--- src/rtl/branch_pred_unit.sv ---
// branch_pred_unit: dynamic branch predictor for the 5-stage pipeline.
// The BTB is direct-mapped and each entry holds a saturating counter. It is
// looked up in IF and trained in EX. The unit also counts resolved branches
// and mispredicts.
module branch_pred_unit #(
    parameter int ENTRIES = 16,
    parameter int CNT_W   = 2,
    parameter int STAT_W  = 32
) (
    input  logic              clk,
    input  logic              rst,
    input  logic              en,
    input  logic [31:0]       if_pc,
    output logic              pred_taken,
    output logic [31:0]       pred_target,
    input  logic              ex_valid,
    input  logic              ex_is_br,
    input  logic              ex_is_jump,
    input  logic [31:0]       ex_pc,
    input  logic              ex_taken,
    input  logic [31:0]       ex_target,
    input  logic              ex_pred_taken,
    input  logic [31:0]       ex_pred_target,
    output logic              mispredict,
    output logic [31:0]       redirect_pc,
    output logic [STAT_W-1:0] stat_br,
    output logic [STAT_W-1:0] stat_miss
);

    localparam int IDX_W = $clog2(ENTRIES);
    localparam int TAG_W = 32 - IDX_W - 2;

    localparam logic [CNT_W-1:0] CNT_MAX = '1;
    localparam logic [CNT_W-1:0] CNT_WT  = CNT_W'(1) << (CNT_W - 1);
    localparam logic [CNT_W-1:0] CNT_WNT = CNT_WT - CNT_W'(1);

    // Prediction tables, one element per BTB entry.
    logic             valid_q   [ENTRIES];
    logic [CNT_W-1:0] cnt_q     [ENTRIES];
    logic [TAG_W-1:0] tag_q     [ENTRIES];
    logic [31:0]      target_q  [ENTRIES];
    logic             is_jump_q [ENTRIES];

    logic [STAT_W-1:0] stat_br_q, stat_br_d;
    logic [STAT_W-1:0] stat_miss_q, stat_miss_d;

    logic [IDX_W-1:0] if_idx, ex_idx;
    logic [TAG_W-1:0] if_tag, ex_tag;
    logic             if_hit, ex_hit, ex_cf;
    logic             upd, wr_train, wr_alloc, wr_inval;
    logic [CNT_W-1:0] cnt_d;

    assign if_idx = if_pc[IDX_W+1:2];
    assign if_tag = if_pc[31:IDX_W+2];
    assign ex_idx = ex_pc[IDX_W+1:2];
    assign ex_tag = ex_pc[31:IDX_W+2];
    assign ex_cf  = ex_is_br | ex_is_jump;

    // IF lookup: the registered table is read before any update this cycle.
    always_comb begin
        // NOTE: every output of a combinational block gets a default first,
        // so that no path leaves it unassigned and infers a latch.
        pred_taken  = 1'b0;
        pred_target = if_pc + 32'd4;
        if_hit      = valid_q[if_idx] && (tag_q[if_idx] == if_tag);
        if (if_hit && (is_jump_q[if_idx] || cnt_q[if_idx][CNT_W-1])) begin
            pred_taken  = 1'b1;
            pred_target = target_q[if_idx];
        end
    end

    // EX resolve: compare the actual outcome with the prediction that travelled with the instruction.
    always_comb begin
        mispredict  = 1'b0;
        redirect_pc = ex_taken ? ex_target : ex_pc + 32'd4;
        if (ex_valid) begin
            if (ex_cf) begin
                mispredict = (ex_taken != ex_pred_taken) ||
                             (ex_taken && (ex_target != ex_pred_target));
            end else begin
                // A non-branch predicted taken only aliased into the BTB.
                mispredict = ex_pred_taken;
            end
        end
    end

    // Decide which kind of table write the EX instruction causes.
    always_comb begin
        upd      = en && ex_valid;
        ex_hit   = valid_q[ex_idx] && (tag_q[ex_idx] == ex_tag);
        wr_train = upd && ex_cf && ex_hit;
        wr_alloc = upd && ex_cf && !ex_hit && ex_taken;
        wr_inval = upd && !ex_cf && ex_hit;
        cnt_d    = cnt_q[ex_idx];
        if (wr_alloc) begin
            cnt_d = CNT_WT;
        end else if (ex_taken) begin
            if (cnt_q[ex_idx] != CNT_MAX) cnt_d = cnt_q[ex_idx] + CNT_W'(1);
        end else begin
            if (cnt_q[ex_idx] != '0) cnt_d = cnt_q[ex_idx] - CNT_W'(1);
        end
    end

    // Control state: valid bits and counters, cleared on reset.
    always_ff @(posedge clk) begin
        // NOTE: state is written with non-blocking assignments, so every
        // reader on this edge sees the pre-update value.
        if (rst) begin
            for (int i = 0; i < ENTRIES; i++) begin
                valid_q[i] <= 1'b0;
                cnt_q[i]   <= CNT_WNT;
            end
        end else begin
            if (wr_alloc) valid_q[ex_idx] <= 1'b1;
            if (wr_inval) valid_q[ex_idx] <= 1'b0;
            if (wr_alloc || wr_train) cnt_q[ex_idx] <= cnt_d;
        end
    end

    // Payload state: tag, target and jump flag of an allocated or trained entry.
    always_ff @(posedge clk) begin
        // NOTE: the payload arrays are deliberately not reset. An entry with
        // valid clear is never used, so the arrays can map onto plain RAM.
        if (!rst) begin
            if (wr_alloc) tag_q[ex_idx] <= ex_tag;
            if (wr_alloc || (wr_train && ex_taken)) target_q[ex_idx] <= ex_target;
            if (wr_alloc || wr_train) is_jump_q[ex_idx] <= ex_is_jump;
        end
    end

    // Statistic next-state: both counters wrap naturally.
    always_comb begin
        stat_br_d   = stat_br_q;
        stat_miss_d = stat_miss_q;
        if (upd && ex_cf) stat_br_d   = stat_br_q + STAT_W'(1);
        if (upd && mispredict) stat_miss_d = stat_miss_q + STAT_W'(1);
    end

    // Statistic registers.
    always_ff @(posedge clk) begin
        if (rst) begin
            stat_br_q   <= '0;
            stat_miss_q <= '0;
        end else begin
            stat_br_q   <= stat_br_d;
            stat_miss_q <= stat_miss_d;
        end
    end

    assign stat_br   = stat_br_q;
    assign stat_miss = stat_miss_q;

endmodule

--- config.mk ---
export PLATFORM = sky130hd
export DESIGN_NAME = branch_pred_unit
export DESIGN_NICKNAME = d
export VERILOG_FILES = /design/src/rtl/branch_pred_unit.sv
export SDC_FILE = /design/constraint.sdc
export NUM_CORES = 2
export LEC_CHECK = 0
export CORE_MARGIN = 2
export CORE_UTILIZATION = 54
export CTS_CLUSTER_SIZE = 8
export DETAILED_ROUTE_END_ITERATION = 16
export PLACE_DENSITY_LB_ADDON = 0.15
export SETUP_SLACK_MARGIN = 0.1
export SYNTH_ARGS = -nofsm -noshare
export SYNTH_HDL_FRONTEND = slang
export SYNTH_SLANG_ARGS = --single-unit
--- constraint.sdc ---
create_clock -name clk -period 4.72 [get_ports clk]
set_input_delay 0.708 -clock clk [delete_from_list [all_inputs] [get_ports clk]]
set_output_delay 0.708 -clock clk [all_outputs]
set_load 0.1 [all_outputs]
==> flow_summary.ini <==
[clock_network]
insertion_delay_ns = 0.79
cts_max_level = 4
cts_buffers = 150
cts_tree = done
cts-root-buf = clkbuf_16
cts_buffer_depth = 3
cts_sinks = 1056
clkTransAtPathRegs_ns = 0.05

[synthesis]
synth_nets = 3088
yosysWarnings = 0
synth_ff_type = edfxtp_1
avgSynthCellArea_um2 = 16.5
ys_types = 77
seq_area_frac_synth = 0.639
synth_seq_cells = 1056
synthCells = 2945
synth_edf_count = 992
async_flop_share = 0
syn_area_um2 = 48600

[detailed_routing]
wl_per_cell_um = 33.8
ant_nets = 0
via_count = 31800
drc = 0
drt_first_pass_iters = 6
first_iter_violations = 4510
wirelength_mm = 159
vias_per_cell = 6.77

[timing]
fmax_mhz = 199
slew_violations = 0
tightest_slew_ns = 1.04
hold_violations = 0
skew_ns = 0.0717
setup_tns_ns = -8.69
setup_viol = 33
rsz0062_at_grt = true
max_slew_margin = 0.302
finalWorstSetupSlack_ns = -0.313
period_minus_slack_ns = 5.03
finalCritPeriodShare = 1.07

[setup_path]
slowest_stage = or4_4
critPathArrivalTime_ns = 4.33
slowest_delay_ns = 0.56
cpMostUsedCell = buf_4
cp_max_fo = 15
crit_family = buffers and inverters
critPathKind = primary input to output port
crit_path_start_kind = primary input
endpoint_kind = output port
cp_cell_sequence = buf_8, buf_4, buf_4, mux4_2, o22ai_1, nor3_1, a21oi_1, nand2_1, or4_4, nor4_4, buf_6, clkbuf_16, mux2_2, buf_12
required_ns = 4.01
critPathBufInv = 6

[power]
p_sw_w = 0.00549
combinationalPowerShare = 0.106
power.share.clock = 0.436
peakVddDrop_mv = 0.376
power_w = 0.0225
p_leak_nw = 20.2
power_density_nw_per_um2 = 374
pwr-share-seq = 0.458
intPower_w = 0.0170
switching_share = 0.244

[floorplanning]
start_util = 0.543
dieWidth_um = 304
row_count = 110
ios = 266
dieArea_um2 = 92500
coreArea_um2 = 89600
die_y_um = 304

[global_route]
grt_max_degree = 73
overflow = 0
antenna_found_initial = 7
grt_pass1_vias = 32100
grt_pass1_wl_mm = 226
track_usage = 0.343

[status]
violations = negative setup slack
status = complete, but fails checks

[finish]
finalNetCount = 3631
drive_gt1_frac = 0.287
final_cells = 4698
final_core_util = 0.672
syn_to_final_growth_pct = 23.8
final_cell_mix = 992 x edfxtp_1, 331 x mux4_2, 264 x buf_4
mostFrequentLayoutCell = edfxtp_1

[placement]
dp_slack_ns = -0.268
gp_congestion = 1.00
io_buffer_count = 265
placed_cells_incl_taps = 4507
detailed_place_hpwl_mm = 106

[hold_path]
worst_hold_path_type = register to register

[job]
max-cap-violations = 0
[area by class of cell]
cell class | count | area (um2)
well taps | 1176 | 1470
inverters | 32 | 120
multi-input cells | 1661 | 16800
diodes | 4 | 10.0
repair buffers | 587 | 6470
fillers | 5927 | 29400
clock buffers | 167 | 3840
flip-flops and latches | 1056 | 31100
clock inverters | 15 | 395
[repair_timing]
item                                   in CTS  in global routing
endpoints found under the hold margin       0                  0
gates cloned                                1                  1
setup buffers                               2                  0
pin swaps                                   1                  0
gates resized for setup                    10                 13
hold buffers                                0                  0
setup endpoints to repair                  34                 33
[worst reg2reg max path, cell delays in order, from the launching register on]
cell	delay [ns]
edfxtp_1	0.40
mux4_2	0.48
a22o_1	0.27
a221oi_2	0.23
xnor2_1	0.22
nor4_1	0.42
nand4_1	0.15
or4_4	0.54
o21bai_4	0.24
buf_4	0.24
nor2_4	0.11
buf_12	0.18
[worst paths after layout]
| path | from | end | slack (ns) | cells past startpoint |
|---|---|---|---|---|
| hold / removal | stat_miss[26] | stat_miss[26] | 0.51 | 2 |
| setup reg to reg | tag_q[10][16] | tag_q[10][14] | 0.96 | 11 |
| hold reg to reg | stat_miss[26] | stat_miss[26] | 0.51 | 2 |
| setup / recovery | if_pc[2] | pred_target[25] | -0.31 | 14 |
[stage by stage]
step	cell area, um2	hold WS, ns
6_report	60200	0.505
5_1_grt	60200	0.544
4_1_cts	60100	0.500
3_5_place_dp	55800	0.491
3_3_place_gp	55800	0.477
2_1_floorplan	48700	0.807
[metal layers]
layer,wire length [um],GRT usage,vias to the layer above
met5,10,0,-
met1,60500,0.479,16500
met2,75200,0.539,2196
met3,18100,0.0801,252
li1,-,-,12900
met4,5080,0.114,2
[cell families after synthesis]
kind of cell               count (synthesis)  synth area share
muxes                                    525             0.194
DFF                                     1056             0.639
adders and majority gates                  8           0.00201
xor gates and xnor gates                 183            0.0329
and+or+nand+nor                          682            0.0718
buffers and inverters                    228            0.0234
AOI/OAI and AO/OA                        263            0.0371
[sequential cells by signal (all words and copies together), names as in the netlist]
signal     cells
cnt_q         32
is_jump_q     16
stat_br       32
tag_q        416
stat_miss     32
target_q     512
valid_q       16
[power groups by stage]
stage	Sequential [W]	Clock [W]	Combinational [W]
finish	0.0103	0.00983	0.00239
CTS	0.0103	0.00992	0.00235
floorplan	0.0105	0	0.00125
global route	0.0103	0.0103	0.00246
detailed placement	0.0105	0	0.00234
global placement	0.0105	0	0.00231
[synth_stat cells, types with 29 or more instances]
cell type | count | area share
a21oi_1 | 41 | 0.0042
nand2_1 | 145 | 0.011
nand4_1 | 55 | 0.0071
buf_2 | 47 | 0.0048
mux2_2 | 29 | 0.0067
dfxtp_1 | 64 | 0.026
nor2b_1 | 29 | 0.0037
nor3_1 | 61 | 0.0063
xor2_1 | 77 | 0.014
a22oi_1 | 31 | 0.0048
inv_1 | 30 | 0.0023
edfxtp_1 | 992 | 0.61
xnor2_1 | 106 | 0.019
nand3_1 | 45 | 0.0046
clkbuf_1 | 94 | 0.0073
and3_1 | 32 | 0.0041
mux4_2 | 331 | 0.15
mux2i_1 | 156 | 0.032
nor2_1 | 171 | 0.013
o21ai_0 | 74 | 0.0076
No activity file was read; power rests on OpenSTA's default activity.
